`config.mk`:
```
export PLATFORM = sky130hd
export DESIGN_NAME = stopwatch_ctrl
export DESIGN_NICKNAME = d
export VERILOG_FILES = /design/src/rtl/stopwatch_ctrl.sv
export SDC_FILE = /design/constraint.sdc
export NUM_CORES = 1
export LEC_CHECK = 0
export CAP_MARGIN = 20
export CELL_PAD_IN_SITES_DETAIL_PLACEMENT = 1
export CELL_PAD_IN_SITES_GLOBAL_PLACEMENT = 2
export CORE_UTILIZATION = 34
export DETAILED_ROUTE_END_ITERATION = 7
export PLACE_DENSITY = 0.88
export SLEW_MARGIN = 0
export SYNTH_ARGS = -nofsm -noshare
export SYNTH_HDL_FRONTEND = slang
export SYNTH_SLANG_ARGS = --single-unit
```
`constraint.sdc`:
```
create_clock -name clk -period 3 [get_ports clk]
set_input_delay 0.6 -clock clk [delete_from_list [all_inputs] [get_ports clk]]
set_output_delay 0.6 -clock clk [all_outputs]
set_load 0.05 [all_outputs]
```
`src/rtl/stopwatch_ctrl.sv`:
```
// stopwatch_ctrl: mm:ss stopwatch with run/pause/clear FSM, lap capture and 59:59 wrap pulse.
module stopwatch_ctrl #(
    parameter int TICKS_PER_SEC = 100000000
) (
    input  logic       clk,
    input  logic       rst,
    input  logic       start_stop,
    input  logic       clear,
    input  logic       lap,
    output logic [5:0] scnds,
    output logic [5:0] mins,
    output logic       oflow,
    output logic       running,
    output logic [1:0] state,
    output logic [5:0] lap_scnds,
    output logic [5:0] lap_mins,
    output logic       lap_valid
);
    typedef enum logic [1:0] {IDLE = 2'b00, RUN = 2'b01, PAUSE = 2'b10} state_t;
    localparam logic [26:0] LAST = 27'(TICKS_PER_SEC - 1);
    state_t st;
    logic [26:0] presc;
    logic tick, active;
    assign tick = st == RUN && presc == LAST;
    assign active = st == RUN || st == PAUSE;
    assign state = st;
    always_ff @(posedge clk or posedge rst) begin
        if (rst) begin
            st <= IDLE;
            presc <= '0;
            scnds <= '0;
            mins <= '0;
            oflow <= 1'b0;
            running <= 1'b0;
            lap_scnds <= '0;
            lap_mins <= '0;
            lap_valid <= 1'b0;
        end else if (clear) begin
            st <= IDLE;
            presc <= '0;
            scnds <= '0;
            mins <= '0;
            oflow <= 1'b0;
            running <= 1'b0;
            lap_scnds <= '0;
            lap_mins <= '0;
            lap_valid <= 1'b0;
        end else begin
            oflow <= tick && scnds == 6'd59 && mins == 6'd59;
            if (st == RUN) presc <= tick ? '0 : presc + 27'd1;
            if (tick) begin
                scnds <= scnds == 6'd59 ? '0 : scnds + 6'd1;
                if (scnds == 6'd59) mins <= mins == 6'd59 ? '0 : mins + 6'd1;
            end
            // start_stop outranks lap; the unused 11 encoding falls back to IDLE
            if (start_stop) begin
                st <= st == RUN ? PAUSE : RUN;
                running <= st != RUN;
            end else begin
                if (!active) st <= IDLE;
                if (lap && active) begin
                    lap_scnds <= scnds;
                    lap_mins <= mins;
                    lap_valid <= 1'b1;
                end
            end
        end
    end
endmodule

```
Yosys cells after proc, flatten, opt, wreduce, memory -nomap -nowiden:

Cells that the tools add are included.

* register bits after elaboration: 56

* add/sub/neg operators: 3
* equal/unequal tests: 8
* multiplexer cells: 26
* reductions and logical operators: 12

Operator list (count)
* $mux W27: 3
* $mux W6: 13
* $add A27 B1 Y27 const B: 1
* $eq A27 B27 Y1 const B: 1
* $add A6 B1 Y6 const B: 2
* $eq A6 B6 Y1 const B: 2
* $reduce_bool A2 Y1: 5
* $mux W2: 4
* $mux W1: 6
* $logic_and A1 B1 Y1: 4
* $ne A2 B1 Y1 const B: 2
* $reduce_and A2 Y1: 2
* $ne A3 B3 Y1 const B: 1
* $eq A2 B1 Y1 const B: 1
* $eq A2 B2 Y1 const B: 1
* $logic_or A1 B1 Y1: 1

Depth between registers and ports, before layout:

Gate-level depths: netlist (run 1).

* word-level depth: 6
* mapped depth: 8

Worst setup path after synthesis (run 1):

Ideal clock, no wire load.

* kind: register to register
* from: register st[0], in the netlist state[0]
* to: register mins[4]
* library setup time: 0.100 ns
* data arrival time: 2.411 ns
* required time: 2.900 ns
* path slack: 0.489 ns
* stages on the path, launching flop included: 7
* path buffers: 0
* clock period less this slack: 2.511 ns
* path through: dfrtp_1 ha_1 inv_1 or4_2 nor3b_4 a41oi_1 a311oi_1

* word-level cells in the longest chain between the ends: 4

RTL lines
* start: declaration: line 21 `state_t st;`
* start signal: assignment: line 57 `st <= st == RUN ? PAUSE : RUN;`
* $eq A2 B1 Y1: line 24 `assign tick = st == RUN && presc == LAST;`
* $logic_and A1 B1 Y1: line 24
* $reduce_bool A2 Y1 (no line)
* $reduce_and A2 Y1 (no line)
* end signal: assignment: line 53 `if (scnds == 6'd59) mins <= mins == 6'd59 ? '0 : mins + 6'd1;`
* end: declaration: line 11 `output logic [5:0] mins,`

No other way between the ends.
A chain may end at the register's enable or synchronous reset.

Worst setup path in the final report (run 1):

* from: register presc[17]
* to: register scnds[5]

* word-level cells in the longest chain between the ends: 3

RTL lines
* start: declaration: line 22 `logic [26:0] presc;`
* start signal: assignment: line 50 `if (st == RUN) presc <= tick ? '0 : presc + 27'd1;`
* $eq A27 B27 Y1: line 24
* $logic_and A1 B1 Y1: line 24
* $reduce_bool A2 Y1 (no line)
* end signal: assignment: line 52 `scnds <= scnds == 6'd59 ? '0 : scnds + 6'd1;`
* end: declaration: line 10 `output logic [5:0] scnds,`

No other way between the ends.

==> results of run 1 <==
==> registers in the layout, summed over array words and instances (netlist names) <==
| name | cells |
|---|---|
| presc | 27 |
| lap_mins | 6 |
| lap_scnds | 6 |
| mins | 6 |
| scnds | 6 |
| state | 2 |
| lap_valid | 1 |
| oflow | 1 |
| running | 1 |
==> worst max-delay path, stage by stage (launching register included) <==
cell	delay, ns
dfrtp_1	0.44
or4b_1	0.54
nor3_1	0.28
nand3_1	0.42
or4_1	0.62
a21oi_1	0.14
==> cells by family after synthesis <==
family          count (synthesis)
xor+xnor                       17
simple gates                  152
fa+ha+maj                       4
flops                          56
mux                             3
compound gates                 56
buf+inv                        15
==> per-stage QoR <==
step	hold slack (ns)	worst slack (ns)	total power, W
final	0.508	0.485	0.00124
after global placement	0.477	0.543	0.000858
after floorplan	0.473	0.489	0.000827
after detailed placement	0.496	0.509	0.000860
after global routing	0.543	0.283	0.00129
after CTS	0.520	0.493	0.00126
==> per-layer routing <==
metal  global-route usage, %  vias up  part of all wire [%]
met4                    3.85        0                  0.87
met2                    29.8       33                    48
met5                       0        -                     0
met3                    2.71        4                   2.4
met1                    22.0     1168                    49
li1                        -     1157                     -
==> where the power goes <==
part	switching, W	internal, W	leakage, nW
logic	0.0000576	0.0000225	0.532
registers	0.00000356	0.000758	0.779
clock network	0.000237	0.000159	0.0400
==> synth_stat cells (6+ instances only) <==
library cell / instances / area, µm²
or3_1: 6 / 37.5
dfrtp_1: 56 / 1400
nor2_1: 34 / 128
o21ai_0: 10 / 50.1
nand4_1: 10 / 62.6
clkbuf_1: 8 / 30.0
nor3_1: 9 / 45.0
a21oi_1: 27 / 135
xor2_1: 12 / 105
nand2_1: 50 / 188
nand3_1: 15 / 75.1
==> worst paths after layout <==
check / slack, ns / endpoint / cells past startpoint
worst max-delay path: 0.48 / scnds[5] / 5
worst min-delay path: 0.51 / lap_valid / 2
worst max register to register: 0.48 / scnds[5] / 5
worst min register to register: 0.51 / lap_valid / 2
max in group asynchronous: 1.75 / presc[10] / 3
min in group asynchronous: 0.58 / scnds[4] / 2
==> final cells by class <==
cell class / count / area (µm²) / share of cell area, %
flip-flops and latches: 56 / 1400 / 41.8
multi-input cells: 232 / 1340 / 39.8
clock inverters: 2 / 12.5 / 0.373
well taps: 102 / 128 / 3.80
repair buffers: 41 / 390 / 11.6
inverters: 5 / 18.8 / 0.559
clock buffers: 5 / 68.8 / 2.05
==> impl_metrics.tcl, run 1 <==
set metrics [dict create \
    status "completed" \
    cts_made_buffers 5 \
    leakagePower_nw 1.35 \
    clk_pin_slew_worst_paths_ns 0.10 \
    setup_viol 0 \
    vias_per_cell 5.33 \
    grt_max_degree 35 \
    yosys_warnings 0 \
    place_inst 436 \
    cts-root-buf "clkbuf_8" \
    netlist_area_um2 2800 \
    gp_congestion 0.761 \
    avgSynthCellArea_um2 9.23 \
    maxCapViolCount 0 \
    synth_seq_cells 56 \
    wl_per_cell_um 15.1 \
    vias 2362 \
    skew_ns 0.00977 \
    die_h_um 92.7 \
    hold_path_class "flip-flop to flip-flop" \
    grt_pass1_wl_mm 11.7 \
    antennaDiodeCount 0 \
    cp.arrival_ns 2.75 \
    layout-drive-gt1-share_pct 9.09 \
    muxShareOfSynthArea_pct 1.16 \
    syn_to_final_growth_pct 20.0 \
    synth_compound_area_share_pct 12.2 \
    reg2reg_from "presc[17]" \
    rows 32 \
    crit_required_ns 3.24 \
    core_region_area_um2 7850 \
    hold_path_startpoint "lap_valid" \
    placed_area_um2 3270 \
    n_fill_cell 926 \
    crit_path_start "presc[17]" \
    rsz0062_at_grt "no" \
    utilization_pct 42.8 \
    drt_iter0_drc 69 \
    fin_crit_sh_pct 83.8 \
    fin_setup_tns_ns 0 \
    crit_type "flip-flop to flip-flop" \
    portBuffers 33 \
    ant_nets 0 \
    final_cell_mix "dfrtp_1 (56), nand2_1 (50), nor2_1 (34)" \
    start_util_pct 35.6 \
    wl_mm 6.69 \
    synthAdderAreaFrac_pct 1.79 \
    synthFlopType "dfrtp_1" \
    critical_path_peak_fanout 14 \
    cts_tree "built" \
    fin_nets 350 \
    finalMaxSlewViolations 0 \
    cts_resized 0 \
    stdcell_count 443 \
    final_common_cell "dfrtp_1" \
    first_global_vias 2373 \
    grt-ovfl-total 0 \
    ir_drop_mv 0.183 \
    tightestPinTransition_ns 0.622 \
    firstDrtPassIters 4 \
    synth_nets 312 \
    synth-xor-area-share_pct 5.32 \
    cts_hold_buf 0 \
    drc 0 \
    clk_latency_ns 0.31 \
    synthCells 303 \
    fin_area_um2 3360 \
    antenna_found_initial 0 \
    synth_top_family_by_area "simple AND/OR/NAND/NOR gates" \
    cp-end-kind "flip-flop" \
    synth_edf_count 0 \
    chipWidth_um 92.7 \
    fp.dieArea_um2 8590 \
    synth_seq_area_share_pct 50.1 \
    grt.total_usage_pct 17.0 \
    power_density_nw_per_um2 369 \
    synth-simple-area-share_pct 27.3 \
    fmax_mhz 398 \
    ys_types 47 \
    cts_setup_buffers 0 \
    hold_viol_final 0 \
    clk_path_buf_depth 2 \
    min_period_ns 2.52 \
    startpoint_type "flip-flop" \
    async_flop_share_pct 100 \
    slew_headroom_pct 57.9 \
    cts_num_sinks 56 \
    io_pins 34 \
    htreeDepth 2 \
    dp.final_hpwl_mm 4.85 \
]
Power figures use the tool's default switching activity.
==> run 2: changes to the inputs <==
--- a/config.mk
+++ b/config.mk
@@ -8,9 +8,9 @@
 export CAP_MARGIN = 20
 export CELL_PAD_IN_SITES_DETAIL_PLACEMENT = 1
 export CELL_PAD_IN_SITES_GLOBAL_PLACEMENT = 2
-export CORE_UTILIZATION = 34
+export CORE_UTILIZATION = 31
 export DETAILED_ROUTE_END_ITERATION = 7
-export PLACE_DENSITY = 0.88
+export PLACE_DENSITY = 0.85
 export SLEW_MARGIN = 0
 export SYNTH_ARGS = -nofsm -noshare
 export SYNTH_HDL_FRONTEND = slang
==> constraint.sdc (replaced) <==
create_clock -name clk -period 2.1 [get_ports clk]
set_input_delay 0.42 -clock clk [delete_from_list [all_inputs] [get_ports clk]]
set_output_delay 0.42 -clock clk [all_outputs]
set_load 0.05 [all_outputs]
==> run 2 against run 1 <==
The flow now finishes with violations (setup timing). Via count grew 14%. Clock power grew 110%. Flip-flop and latch count is the same. Worst hold slack lost 0.036 ns. Critical path type unchanged. Critical endpoint is now presc[0]. Largest cell class is now multi-input gates.
==> impl_metrics.tcl, run 2 (synthesis gave the netlist of run 1 again) <==
set metrics [dict create \
    chipWidth_um 97.0 \
    leakagePower_nw 1.68 \
    wl_per_cell_um 16.9 \
    r2r_slack_ns -0.16 \
    htreeDepth 2 \
    min_period_ns 2.26 \
    die_h_um 97.0 \
    drt_iter0_drc 85 \
    grt-ovfl-total 0 \
    fin_area_um2 4140 \
    grt_pass1_wl_mm 13.7 \
    tightestPinTransition_ns 0.503 \
    cp-end-kind "flip-flop" \
    slew_headroom_pct 66.4 \
    wl_mm 8.45 \
    largest_reg_flops 27 \
    crit_required_ns 2.31 \
    dp_slack_ns -0.166 \
    crit_type "flip-flop to flip-flop" \
    final_common_cell "dfrtp_1" \
    ir_drop_mv 0.225 \
    io_pins 34 \
    startpoint_type "flip-flop" \
    firstDrtPassIters 4 \
    power_density_nw_per_um2 510 \
    first_global_vias 2714 \
    hold_viol_final 0 \
    drc 0 \
    fin_crit_sh_pct 108 \
    maxCapViolCount 0 \
    grt_max_degree 57 \
    layout-drive-gt1-share_pct 32.5 \
    rsz0062_at_grt "yes" \
    fp.dieArea_um2 9400 \
    endpoint "presc[0]" \
    portBuffers 33 \
    status "finished, violations left" \
    reg2reg_from "presc[12]" \
    antenna_found_initial 0 \
    clk_path_buf_depth 2 \
    cts_num_sinks 56 \
    n_fill_cell 977 \
    gp_congestion 0.825 \
    rows 34 \
    rr_endpoint "presc[0]" \
    utilization_pct 47.5 \
    hold_path_class "input pin to asynchronous set/reset pin" \
    start_util_pct 32.1 \
    cts_made_buffers 5 \
    crit_path_start "presc[12]" \
    grt.total_usage_pct 17.9 \
    setup_ws_ns -0.164 \
    total_power_w 0.00211 \
    cts_tree "built" \
    fmax_mhz 442 \
    placed_area_um2 3570 \
    fin_setup_tns_ns -3.81 \
    cp.arrival_ns 2.47 \
    largest_register "presc" \
    rr_worst_depth 5 \
    finalMaxSlewViolations 0 \
    clk_pin_slew_worst_paths_ns 0.11 \
    skew_ns 0.0110 \
    cts-root-buf "clkbuf_8" \
    fin_nets 399 \
    violations "setup timing" \
    critical_path_peak_fanout 4 \
    vias_per_cell 5.40 \
    ant_nets 0 \
    antennaDiodeCount 0 \
    syn_to_final_growth_pct 48.1 \
    setup_viol 39 \
    final_cell_mix "dfrtp_1 (50), nand2_1 (48), buf_4 (42)" \
    vias 2693 \
    clk_latency_ns 0.32 \
    dp.final_hpwl_mm 5.46 \
    cts_hold_buf 0 \
    core_region_area_um2 8720 \
]
==> run 2: cell count changes in the layout (fill, tap and decap cells not counted), moves of 7 or more <==
cell     change
a21oi_1      -9
a21oi_2      +9
buf_6        +8
nor2_1      -18
nor2_4      +11
nor2_2       +7
buf_4       +34
==> run 2: how the worst min path moves through the flow <==
stage,startpoint,end,slack (ns),cells after the start
finish,rst,scnds[4],0.47,3
global route,rst,lap_scnds[4],0.49,3
CTS,rst,lap_scnds[2],0.49,3
detailed placement,presc[26],presc[26],0.51,1
global placement,lap_valid,lap_valid,0.48,2
floorplan,presc[26],presc[26],0.47,1
==> run 2: layout make-up <==
cell class | count | area, µm² | share of cell area, %
multi-input combinational | 232 | 1560 | 37.7
sequential | 56 | 1410 | 34.0
timing repair buffer | 90 | 885 | 21.4
tap | 108 | 135 | 3.26
clock buffer | 6 | 72.6 | 1.75
clock inverter | 2 | 60.1 | 1.45
inverter | 5 | 18.8 | 0.453
==> run 2: critical path, cell delays in order (launching register included) <==
cell	delay, ns
dfrtp_1	0.40
or4_4	0.55
or4_4	0.57
o21ai_0	0.37
mux2_2	0.23
nor2_1	0.04
==> run 2: per-layer routing <==
layer  share of wire, %  up-vias  global-route usage (%)
li1                   -     1257                       -
met1                 43     1363                    22.6
met2                 51       53                    31.3
met3                3.0       20                    3.40
met4                2.4        0                    4.82
met5                  0        -                       0
==> run 2: metrics by stage <==
step | cells | hold WS (ns)
final | 499 | 0.472
after floorplan | 303 | 0.473
after global routing | 499 | 0.492
after detailed placement | 477 | 0.514
after CTS | 492 | 0.489
after global placement | 477 | 0.484
==> run 2: report_power, final <==
| group | switching (W) | leakage, nW | internal (W) | total [W] |
|---|---|---|---|---|
| clock | 0.000374 | 0.0654 | 0.000477 | 0.000851 |
| combinational | 0.000106 | 0.848 | 0.0000666 | 0.000172 |
| sequential | 0.00000413 | 0.770 | 0.00108 | 0.00109 |
==> run 2: timing repair <==
item	CTS	global route
setup buffers	4	9
endpoints found under the setup margin	38	39
gates cloned	3	0
gates resized for setup	13	64
pin swaps	6	26
==> run 3: changes to the inputs <==
--- a/config.mk
+++ b/config.mk
@@ -15,3 +15,4 @@
 export SYNTH_ARGS = -nofsm -noshare
 export SYNTH_HDL_FRONTEND = slang
 export SYNTH_SLANG_ARGS = --single-unit
+export TNS_END_PERCENT = 5
==> constraint.sdc (replaced) <==
create_clock -name clk -period 2.1 [get_ports clk]
set_input_delay 0.21 -clock clk [delete_from_list [all_inputs] [get_ports clk]]
set_output_delay 0.21 -clock clk [all_outputs]
set_load 0.05 [all_outputs]
==> run 3 against run 2 <==
Sequential share of layout area grew 3.6 points. The flow still finishes with violations (setup timing). Via count shrank 4.0%. Cell count shrank 1.4%.
==> impl_metrics.tcl, run 3 (synthesis gave the netlist of run 1 again) <==
set metrics [dict create \
    grt_pass1_wl_mm 13.0 \
    layout-drive-gt1-share_pct 21.9 \
    multi_input_area_um2 1360 \
    drc 0 \
    hold_viol_final 0 \
    core_region_area_um2 8720 \
    cp.arrival_ns 2.48 \
    tightestPinTransition_ns 0.533 \
    crit_type "flip-flop to flip-flop" \
    rsz0062_at_grt "yes" \
    firstDrtPassIters 4 \
    vias_per_cell 5.25 \
    vias 2584 \
    clk_latency_ns 0.33 \
    slew_headroom_pct 64.2 \
    violations "setup timing" \
    fmax_mhz 446 \
    fin_nets 392 \
    antennaDiodeCount 0 \
    chipWidth_um 97.0 \
    critPathMaxStageDelay_ns 0.57 \
    rr_endpoint "mins[4]" \
    grt_max_degree 33 \
    hold_path_class "input pin to asynchronous set/reset pin" \
    fin_crit_sh_pct 107 \
    start_util_pct 32.1 \
    htreeDepth 2 \
    cts_hold_buf 0 \
    cp-end-kind "flip-flop" \
    grtUsageMet3_pct 2.89 \
    final_cell_mix "dfrtp_1 (52), nand2_1 (48), buf_4 (48)" \
    startpoint_type "flip-flop" \
    io_pins 34 \
    rows 34 \
    critPathSlowestCell "or4_4" \
    cts_num_sinks 56 \
    p_sw_w 0.000477 \
    largest_register "presc" \
    power_density_nw_per_um2 495 \
    reg2reg_from "presc[17]" \
    comb_power_share_pct 7.2 \
    clock_power_share_pct 33.9 \
    n_fill_cell 1002 \
    first_global_vias 2719 \
    skew_ns 0.0134 \
    utilization_pct 42.8 \
    antenna_found_initial 0 \
    largest_reg_flops 27 \
    final_common_cell "dfrtp_1" \
    status "finished, violations left" \
    use_met2_pct 29.8 \
    ir_drop_mv 0.231 \
    cts_made_buffers 5 \
    crit_required_ns 2.33 \
    worstPathCellList "or4b_4 > or4_4 > nor3b_4 > a41oi_1 > a311oi_1" \
    fin_area_um2 3730 \
    leakagePower_nw 1.58 \
    dp.final_hpwl_mm 5.57 \
    syn_to_final_growth_pct 33.5 \
    pwr-share-seq_pct 58.9 \
    cts_tree "built" \
    clk_path_buf_depth 2 \
    clk_pin_slew_worst_paths_ns 0.11 \
    gp_congestion 0.861 \
    portBuffers 33 \
    grt.total_usage_pct 16.8 \
    rr_worst_depth 5 \
    busiest_layer "met2" \
    cts-root-buf "clkbuf_8" \
    fp.dieArea_um2 9400 \
    min_period_ns 2.24 \
    setup_ws_ns -0.141 \
    maxCapViolCount 0 \
    swShare_pct 25.8 \
    placed_area_um2 3610 \
    seq_area_um2 1410 \
    wl_mm 7.51 \
    die_h_um 97.0 \
    intPower_w 0.00137 \
    hold-worst-slack_ns 0.144 \
    dp_slack_ns -0.133 \
    gr-usage-met1_pct 20.8 \
    critical_path_peak_fanout 5 \
    drt_iter0_drc 107 \
    r2r_slack_ns -0.14 \
    ant_nets 0 \
    finalMaxSlewViolations 0 \
    setup_viol 38 \
    grt-ovfl-total 0 \
    wl_per_cell_um 15.3 \
]
[run 3: layout make-up]
class                      count  area share (%)
clock buffer                   5            1.84
clock inverter                 3           0.603
inverter                       5           0.503
multi-input combinational    232            36.4
sequential                    56            37.7
tap                          108            3.62
timing repair buffer          83            19.3
[run 3: what timing repair did]
item	in CTS	in global routing
endpoints found under the setup margin	38	39
resized for setup	3	4
setup buffers	0	1
pin swaps	3	2
[run 3: worst max-delay path by stage]
stage              start       to  slack, ns  cells after the start
2_1_floorplan  presc[17]  mins[4]      -0.09                      5
3_3_place_gp   presc[19]  mins[4]      -0.09                      5
3_5_place_dp   presc[19]  mins[4]      -0.13                      5
4_1_cts        presc[11]  mins[5]      -0.14                      5
5_1_grt        presc[17]  mins[4]      -0.27                      5
6_report       presc[17]  mins[4]      -0.14                      5
[run 3: through the flow]
stage / total power [W] / setup TNS (ns) / cells
after floorplan: 0.00118 / -1.07 / 303
after global placement: 0.00124 / -0.616 / 483
after detailed placement: 0.00124 / -2.00 / 483
after CTS: 0.00187 / -2.10 / 491
after global routing: 0.00193 / -5.48 / 492
final: 0.00185 / -1.83 / 492
[run 3: critical path, delay by kind of cell, from the launching register on]
kind | cells | cell delay [ns]
and+or+nand+nor | 3 | 1.41
DFF | 1 | 0.39
AOI/OAI and AO/OA | 2 | 0.37
[run 3: metal layers]
layer / routed length, µm / part of all wire, %
met1: 3430 / 46
met5: 0 / 0
met3: 216 / 2.9
met2: 3760 / 50
met4: 105 / 1.4
[run 3: power groups by stage]
stage	combinational [W]	sequential (W)	clock [W]
finish	0.000133	0.00109	0.000626
global route	0.000148	0.00109	0.000691
CTS	0.000136	0.00109	0.000647
detailed placement	0.000135	0.00111	0
global placement	0.000132	0.00111	0
floorplan	0.0000580	0.00112	0
